$ cat src/rtl/branch_sched_if.sv
// Bundle of the decode, NZP-register and fetch/PC signals around the branch
// sequencing controller.
//   master : decode/NZP side; drives the decode fields and nzp_val, observes
//            the controller outputs.
//   slave  : the controller itself.
// Signals: dec_valid, dec_is_cmp, dec_is_br, dec_br_mask[2:0] {n,z,p},
//          dec_target[7:0], nzp_val[2:0] {lt,eq,gt}, nzp_en, stall, pc_load,
//          next_pc[7:0], flush, br_total[7:0], br_taken[7:0].
interface branch_sched_if;
    logic       dec_valid;
    logic       dec_is_cmp;
    logic       dec_is_br;
    logic [2:0] dec_br_mask;
    logic [7:0] dec_target;
    logic [2:0] nzp_val;
    logic       nzp_en;
    logic       stall;
    logic       pc_load;
    logic [7:0] next_pc;
    logic       flush;
    logic [7:0] br_total;
    logic [7:0] br_taken;

    modport master (
        output dec_valid, dec_is_cmp, dec_is_br, dec_br_mask, dec_target, nzp_val,
        input  nzp_en, stall, pc_load, next_pc, flush, br_total, br_taken
    );

    modport slave (
        input  dec_valid, dec_is_cmp, dec_is_br, dec_br_mask, dec_target, nzp_val,
        output nzp_en, stall, pc_load, next_pc, flush, br_total, br_taken
    );
endinterface

$ cat src/rtl/branch_sched.sv
// Branch sequencing controller for the pipelined GPU core.
// Times the NZP-register write enable for each CMP, stalls conditional
// branches until every older CMP has written the flags, resolves BRnzp
// against the flags (PC redirect + flush of fetch/decode on taken) and keeps
// wrap-around branch statistics.
// Ports:
//   clk   : single clock, rising edge
//   reset : synchronous, active-high
//   bus   : branch_sched_if.slave (decode inputs, nzp_val in; nzp_en, stall,
//           pc_load, next_pc, flush, br_total, br_taken out)
// Parameters:
//   CMP_LAT      : cycles from CMP acceptance to flags valid (1..4)
//   FLUSH_CYCLES : cycles flush is held after a taken branch (1..7)
module branch_sched #(
    parameter int CMP_LAT      = 2,
    parameter int FLUSH_CYCLES = 2
) (
    input  logic                 clk,
    input  logic                 reset,
    branch_sched_if.slave        bus
);
    typedef enum logic {RUN = 1'b0, FLUSH = 1'b1} state_t;

    state_t     state, state_next;
    logic [2:0] flush_cnt, flush_cnt_next;
    logic [7:0] br_total, br_taken;
    logic       cmp_acc;
    logic       br_req;
    logic       pend;
    logic       nzp_en;
    logic       taken;
    logic       resolve;
    logic       pc_load;

    // CMP wins over BR when both flags are set, so a BR request never
    // coincides with a CMP acceptance and stall never gates a CMP.
    assign cmp_acc = (state == RUN) & bus.dec_valid & bus.dec_is_cmp;
    assign br_req  = (state == RUN) & bus.dec_valid & bus.dec_is_br & ~bus.dec_is_cmp;

    generate
        if (CMP_LAT == 1) begin : g_lat1
            assign nzp_en = cmp_acc;
            assign pend   = nzp_en;
        end else begin : g_latn
            // Stage CMP_LAT-2 is the last register; its output is the
            // write enable, so the enable lands CMP_LAT-1 cycles after accept.
            logic [CMP_LAT-2:0] cmp_vld_p;

            always_ff @(posedge clk) begin
                if (reset) begin
                    cmp_vld_p <= '0;
                end else begin
                    cmp_vld_p[0] <= cmp_acc;
                    for (int i = 1; i < CMP_LAT - 1; i++) begin
                        cmp_vld_p[i] <= cmp_vld_p[i-1];
                    end
                end
            end

            assign nzp_en = cmp_vld_p[CMP_LAT-2];
            assign pend   = |cmp_vld_p;
        end
    endgenerate

    assign taken   = |(bus.dec_br_mask & bus.nzp_val);
    assign resolve = br_req & ~pend;
    assign pc_load = resolve & taken;

    always_comb begin
        state_next     = state;
        flush_cnt_next = flush_cnt;
        case (state)
            RUN: begin
                if (pc_load) begin
                    state_next     = FLUSH;
                    flush_cnt_next = 3'(FLUSH_CYCLES);
                end
            end
            FLUSH: begin
                flush_cnt_next = flush_cnt - 3'd1;
                if (flush_cnt <= 3'd1) begin
                    state_next = RUN;
                end
            end
            default: state_next = RUN;
        endcase
    end

    always_ff @(posedge clk) begin
        if (reset) begin
            state     <= RUN;
            flush_cnt <= '0;
            br_total  <= '0;
            br_taken  <= '0;
        end else begin
            state     <= state_next;
            flush_cnt <= flush_cnt_next;
            if (resolve) begin
                br_total <= br_total + 8'd1;
            end
            if (pc_load) begin
                br_taken <= br_taken + 8'd1;
            end
        end
    end

    assign bus.nzp_en   = nzp_en;
    assign bus.stall    = br_req & pend;
    assign bus.pc_load  = pc_load;
    assign bus.next_pc  = pc_load ? bus.dec_target : 8'd0;
    assign bus.flush    = (state == FLUSH);
    assign bus.br_total = br_total;
    assign bus.br_taken = br_taken;
endmodule

$ cat src/flat_wrapper.sv
// flat-port wrapper written by rule: the top's interface ports become plain ports
module branch_sched_flat 
#(
    parameter int CMP_LAT      = 2,
    parameter int FLUSH_CYCLES = 2
)
  (clk, reset, bus_dec_valid, bus_dec_is_cmp, bus_dec_is_br, bus_dec_br_mask, bus_dec_target, bus_nzp_val, bus_nzp_en, bus_stall, bus_pc_load, bus_next_pc, bus_flush, bus_br_total, bus_br_taken);
  branch_sched_if bus_i ();
  input  logic clk;
  input  logic reset;
  input wire logic [$bits(bus_i.dec_valid)-1:0] bus_dec_valid;
  input wire logic [$bits(bus_i.dec_is_cmp)-1:0] bus_dec_is_cmp;
  input wire logic [$bits(bus_i.dec_is_br)-1:0] bus_dec_is_br;
  input wire logic [$bits(bus_i.dec_br_mask)-1:0] bus_dec_br_mask;
  input wire logic [$bits(bus_i.dec_target)-1:0] bus_dec_target;
  input wire logic [$bits(bus_i.nzp_val)-1:0] bus_nzp_val;
  output wire logic [$bits(bus_i.nzp_en)-1:0] bus_nzp_en;
  output wire logic [$bits(bus_i.stall)-1:0] bus_stall;
  output wire logic [$bits(bus_i.pc_load)-1:0] bus_pc_load;
  output wire logic [$bits(bus_i.next_pc)-1:0] bus_next_pc;
  output wire logic [$bits(bus_i.flush)-1:0] bus_flush;
  output wire logic [$bits(bus_i.br_total)-1:0] bus_br_total;
  output wire logic [$bits(bus_i.br_taken)-1:0] bus_br_taken;
  assign bus_i.dec_valid = bus_dec_valid;
  assign bus_i.dec_is_cmp = bus_dec_is_cmp;
  assign bus_i.dec_is_br = bus_dec_is_br;
  assign bus_i.dec_br_mask = bus_dec_br_mask;
  assign bus_i.dec_target = bus_dec_target;
  assign bus_i.nzp_val = bus_nzp_val;
  assign bus_nzp_en = bus_i.nzp_en;
  assign bus_stall = bus_i.stall;
  assign bus_pc_load = bus_i.pc_load;
  assign bus_next_pc = bus_i.next_pc;
  assign bus_flush = bus_i.flush;
  assign bus_br_total = bus_i.br_total;
  assign bus_br_taken = bus_i.br_taken;
  branch_sched #(.CMP_LAT(CMP_LAT), .FLUSH_CYCLES(FLUSH_CYCLES)) u_core (.clk(clk), .reset(reset), .bus(bus_i));
endmodule
$ cat config.mk
export PLATFORM = sky130hd
export DESIGN_NAME = branch_sched_flat
export DESIGN_NICKNAME = d
export VERILOG_FILES = /design/src/rtl/branch_sched_if.sv /design/src/rtl/branch_sched.sv /design/src/flat_wrapper.sv
export SDC_FILE = /design/constraint.sdc
export NUM_CORES = 1
export LEC_CHECK = 0
export BUFFER_PORTS_ARGS = -buffer_cell sky130_fd_sc_hd__buf_2
export CORE_MARGIN = 8
export CORE_UTILIZATION = 45
export CTS_BUF_LIST = sky130_fd_sc_hd__clkbuf_16
export DETAILED_ROUTE_END_ITERATION = 7
export PLACE_DENSITY_LB_ADDON = 0.1
export SYNTH_ARGS = -nofsm -noshare
export SYNTH_HDL_FRONTEND = slang
export SYNTH_SLANG_ARGS = --single-unit
$ cat constraint.sdc
create_clock -name clk -period 2.1 [get_ports clk]
set_input_delay 0.105 -clock clk [delete_from_list [all_inputs] [get_ports clk]]
set_output_delay 0.105 -clock clk [all_outputs]
set_load 0.01 [all_outputs]
==> flow_summary.toml, run 1 <==
[clock_network]
clkSlewWorstSetupHoldPaths_ns = 0.05
clockRootBuffer = "clkbuf_16"
htreeDepth = 1
cts_tree = "built"
clockBufferDepth = 2
cts_hold_buf = 0
clock_latency_ns = 0.25
cts.sinks = 21
numCtsBuffers = 3

[power]
vdd_drop_max_v = 0.000361
seqPwrFrac_pct = 46.9
leakage_nw = 0.598
switchingPower_w = 0.000181
power.density_mw_per_mm2 = 634
p_comb_share_pct = 8.5
power_w = 0.000875
p_clk_share_pct = 44.6
p_sw_share_pct = 20.7
internal_power_w = 0.000694

[global_routing]
first_global_vias = 1014
grt_max_degree = 22
grt.overflow.total = 0
grtUsageTotal_pct = 12.1
antenna_found_initial = 0
grt_pass1_wl_um = 4130

[setup_path]
crit_family = "simple AND/OR/NAND/NOR gates"
worstSetupStartpointType = "flip-flop"
crit_path_top_delay_cell = "or3_4"
cp.depth = 5
rr_worst_depth = 4
crit_type = "flip-flop to primary output"
critical_path.max_stage_delay_ns = 0.44
critPathMaxFanout = 13
cp-end-kind = "primary output"
arrival_ns = 1.74
crit_chain = "nand4bb_4 -> or3_4 -> clkinvlp_4 -> and2_1 -> buf_2"
path_buf_inv = 2
critical_path_required_ns = 2.00

[timing]
tightest_slew_ns = 0.395
min_period_ns = 1.84
slew_violations = 0
rsz0062_at_grt = "false"
setup_viol = 0
max_slew_margin_pct = 73.3
hold_viol_final = 0
tns_ns = 0
finalClockSkew_ns = 0.00348
fmax_mhz = 543
fin_crit_sh_pct = 87.7

[drt]
wl_um = 2550
drtIter0Drc = 54
antenna_left = 0
drt_pass1_iterations = 4
routed_via_density = 5.21
wl_per_cell_um = 13.1
drc = 0
vias = 1016

[place]
gp_congestion = 0.784
hpwlAfterDp_um = 1980
port_buffers = 46

[floorplanning]
core_mm2 = 0.00219
die_area_mm2 = 0.00405
initial_core_util_pct = 46.7
dieHeight_um = 63.7
io_pins = 47
die_w_um = 63.7
fp-row-count = 17

[cells_and_area]
layout_commonest_cell = "buf_2"
fin_nets = 191
multi_input_area_um2 = 563
area_growth_pct = 35.0
regArea_um2 = 420
mostFrequentLayoutCells = "46 x buf_2, 21 x dfxtp_1, 14 x nor2_1, 11 x xnor2_1"
num_antenna_cells = 0
drive_above_1_share_pct = 33.5
num-fill-cells = 198

[min_path]
hp-class = "primary input to flip-flop"
holdPathStages = 2

[status]
status = "completed"

[logic_synthesis]
syn_area_per_cell_um2 = 8.59
netlist_instances = 119
ys_types = 24
ys_seq_area_share_pct = 41.1
yosys_warnings = 0
syn-num-nets = 142
netlist_area_mm2 = 0.00102
ys_ff_latch = 21

[job]
cap_violations = 0
==> cells in the mapped netlist, drive strengths merged <==
library cell | n | area [µm²]
buf | 2 | 10.0
nand2 | 9 | 33.8
o21ai | 3 | 15.0
a222oi | 1 | 10.0
or4 | 2 | 15.0
nor4b | 1 | 8.76
nand4 | 3 | 18.8
inv | 5 | 18.8
o31ai | 2 | 15.0
or3 | 3 | 18.8
clkbuf | 4 | 15.0
a21oi | 8 | 40.0
and2 | 9 | 56.3
nor4bb | 1 | 10.0
xnor2 | 11 | 96.3
nor3 | 3 | 15.0
nand4bb | 1 | 27.5
a221oi | 1 | 8.76
ha | 4 | 50.1
nor4 | 6 | 37.5
nand3 | 4 | 20.0
xor2 | 1 | 8.76
nor2 | 14 | 52.6
dfxtp | 21 | 420
==> through the flow <==
step           std cells  hold slack (ns)  util, %  cell area (µm²)  setup WS (ns)
3_3_place_gp         190            0.397     58.7             1280          0.321
5_1_grt              195            0.134     63.0             1380          0.135
3_5_place_dp         190            0.399     58.7             1280          0.271
4_1_cts              194            0.136     62.3             1360         0.0250
6_report             195            0.140     63.0             1380          0.258
2_1_floorplan        119            0.183        -             1020          0.310
==> path summary, 6_finish.rpt <==
path / start / end / slack (ns)
worst max-delay path: u_core.bus.flush / bus_next_pc[5] / 0.26
worst max register to register: u_core.bus.flush / u_core.bus.br_taken[7] / 0.34
worst min register to register: u_core.bus.br_taken[7] / u_core.bus.br_taken[7] / 0.50
worst min-delay path: bus_dec_is_cmp / u_core.bus.nzp_en / 0.14
==> flip-flops by register name, summed over array words and instances, names as in the netlist <==
register / count
u_core.bus.flush: 1
u_core.bus.nzp_en: 1
u_core.flush_cnt: 3
u_core.bus.br_total: 8
u_core.bus.br_taken: 8
==> logic make-up (layout without fill, tap and decap cells) <==
logic type      after synthesis  in the layout  synth area share (%)
flops                        21             21                  41.1
compound gates               15             15                  8.69
simple gates                 56             56                  30.7
buf+inv                      11             59                  4.28
fa+ha+maj                     4              4                  4.90
xor+xnor                     12             12                  10.3
==> layout make-up <==
cell class	instances	area share [%]
multi-input combinational	87	40.8
sequential	21	30.5
timing repair buffer	50	18.9
clock buffer	3	5.44
tap	28	2.54
inverter	5	1.63
clock inverter	1	0.272
==> routing by layer <==
metal,vias up,global-route usage (%),share of wire [%]
met2,32,21.2,47
met3,3,5.65,7.9
met1,470,12.3,44
met5,-,0,0
li1,511,-,-
met4,0,4.18,0.59
==> power by group through the flow <==
| stage | registers (W) | logic [W] | clock network, W |
|---|---|---|---|
| CTS | 0.000410 | 0.0000738 | 0.000403 |
| finish | 0.000410 | 0.0000748 | 0.000390 |
| floorplan | 0.000420 | 0.0000357 | 0 |
| global placement | 0.000418 | 0.0000716 | 0 |
| global route | 0.000411 | 0.0000831 | 0.000418 |
| detailed placement | 0.000419 | 0.0000733 | 0 |
==> what timing repair did <==
| item | 4_1_cts | 5_1_grt |
|---|---|---|
| buffers inserted | 0 | 1 |
| setup endpoints to repair | 0 | 8 |
| resized for setup | 0 | 2 |
No activity file was read; power rests on OpenSTA's default activity.
==> run 2: changes to the inputs <==
--- a/config.mk
+++ b/config.mk
@@ -5,11 +5,11 @@
 export SDC_FILE = /design/constraint.sdc
 export NUM_CORES = 1
 export LEC_CHECK = 0
-export BUFFER_PORTS_ARGS = -buffer_cell sky130_fd_sc_hd__buf_2
 export CORE_MARGIN = 8
 export CORE_UTILIZATION = 45
 export CTS_BUF_LIST = sky130_fd_sc_hd__clkbuf_16
 export DETAILED_ROUTE_END_ITERATION = 7
+export DONT_BUFFER_PORTS = 1
 export PLACE_DENSITY_LB_ADDON = 0.1
 export SYNTH_ARGS = -nofsm -noshare
 export SYNTH_HDL_FRONTEND = slang
==> flow_summary.toml, run 2 (same netlist as run 1, synthesis figures left out) <==
[timing]
holdWs_ns = 0.0185
hold_viol_final = 0
tns_ns = 0
slew_violations = 0
rsz0062_at_grt = "false"
tightest_slew_ns = 0.801
fmax_mhz = 534
max_slew_margin_pct = 46.4
fin_crit_sh_pct = 89.3
min_period_ns = 1.87
setup_viol = 0
finalClockSkew_ns = 0.00389

[drt]
wl_um = 2420
drc = 0
routed_via_density = 5.60
drt_pass1_iterations = 5
wl_per_cell_um = 15.9
drtIter0Drc = 51
vias = 851
antenna_left = 0

[setup_path]
critical_path.endpoint = "bus_next_pc[6]"
critical_path_required_ns = 2.00
rr_startpoint = "u_core.bus.flush"
crit_type = "flip-flop to primary output"
crit_chain = "nand4bb_4 -> or3_1 -> inv_1 -> and2_1"
arrival_ns = 1.77
rrSetupSlack_ns = 0.36
crit_path_start = "u_core.bus.flush"
r2r-end = "u_core.bus.br_taken[6]"
critPathMaxFanout = 13
cp-end-kind = "primary output"
worstSetupStartpointType = "flip-flop"
critical_path.max_stage_delay_ns = 0.49
crit_path_top_delay_cell = "or3_1"
rr_worst_depth = 4

[job]
cap_violations = 0

[floorplanning]
core_mm2 = 0.00219
initial_core_util_pct = 46.7
dieHeight_um = 63.7
fp-row-count = 17
die_area_mm2 = 0.00405
die_w_um = 63.7
io_pins = 47

[clock_network]
cts.sinks = 21
numCtsBuffers = 3
clockBufferDepth = 2
clock_latency_ns = 0.25
clockRootBuffer = "clkbuf_16"
cts_setup_buffers = 0
clkSlewWorstSetupHoldPaths_ns = 0.06
cts_tree = "built"
htreeDepth = 1

[cells_and_area]
mostFrequentLayoutCells = "21 x dfxtp_1, 14 x nor2_1, 11 x xnor2_1, 9 x and2_1, 9 x nand2_1"
top_regs = "u_core.bus.br_taken (8), u_core.bus.br_total (8), u_core.flush_cnt (3)"
layoutNonFillerInstCount = 152
postLayoutCellArea_mm2 = 0.00117
fin_nets = 148
area_growth_pct = 14.7
num_antenna_cells = 0
layout_commonest_cell = "dfxtp_1"
drive_above_1_share_pct = 8.06

[global_routing]
top_usage_layer = "met2"
use_met2_pct = 20.2
grtUsageMet1_pct = 12.5
first_global_vias = 875
grtUsageTotal_pct = 11.8
use_met3_pct = 5.83
grt_max_degree = 22
antenna_found_initial = 0
grt_pass1_wl_um = 4020
grt.overflow.total = 0

[min_path]
min_from = "bus_dec_is_cmp"
hp-class = "primary input to flip-flop"

[place]
placed_cells = 146
hpwlAfterDp_um = 1850
dpl_cell_area_mm2 = 0.00107
gp_congestion = 0.783
port_buffers = 0

[power]
leakage_nw = 0.389
p_sw_share_pct = 21.3
seqPwrFrac_pct = 47.3
switchingPower_w = 0.000185
p_clk_share_pct = 46.6
vdd_drop_max_v = 0.000357
p_comb_share_pct = 6.1
internal_power_w = 0.000684
power.density_mw_per_mm2 = 741

[status]
status = "completed"
run 2: timing repair:
action | CTS | global route
gates resized for setup | 0 | 0
endpoints found under the hold margin | 21 | 1
hold buffers | 1 | 1
run 2: metrics by stage:
step                      setup WS [ns]  power, W  utilization (%)
after floorplan                   0.310  0.000456                -
after global placement            0.416  0.000463             48.8
after detailed placement          0.376  0.000464             48.8
after CTS                         0.193  0.000877             53.1
after global routing              0.107  0.000901             53.5
final                             0.226  0.000869             53.5
run 2: worst max-delay path: cells and delay by family (launching register included):
| kind | cells | cell delay (ns) |
|---|---|---|
| AND/OR/NAND/NOR | 3 | 0.92 |
| flip-flops | 1 | 0.31 |
| buffers and inverters | 1 | 0.28 |
run 2: how the worst min path moves through the flow:
stage / to / slack [ns] / cells past startpoint
6_report: u_core.bus.nzp_en / 0.02 / 1
4_1_cts: u_core.bus.nzp_en / 0.0003 / 1
3_5_place_dp: u_core.bus.br_taken[1] / 0.18 / 1
5_1_grt: u_core.bus.nzp_en / 0.01 / 1
2_1_floorplan: u_core.bus.nzp_en / 0.18 / 1
3_3_place_gp: u_core.flush_cnt[0] / 0.18 / 1
run 2: layout make-up:
cell class                      instances  area [µm²]
Timing Repair Buffer                    7        57.6
Clock inverter                          1        7.51
Clock buffer                            3        75.1
Sequential cell                        21         420
Inverter                                5        18.8
Multi-Input combinational cell         87         558
Fill cell                             198        1020
Tap cell                               28        35.0
run 2: per-layer routing:
metal / vias to the layer above / part of all wire (%)
met4: 0 / 0
met2: 37 / 49
met1: 393 / 40
li1: 421 / -
met5: - / 0
met3: 0 / 11
run 2: power groups by stage:
stage / logic [W] / registers (W) / clock network (W)
floorplan: 0.0000357 / 0.000420 / 0
global placement: 0.0000431 / 0.000420 / 0
detailed placement: 0.0000442 / 0.000420 / 0
CTS: 0.0000519 / 0.000411 / 0.000414
global route: 0.0000591 / 0.000412 / 0.000430
finish: 0.0000527 / 0.000411 / 0.000405
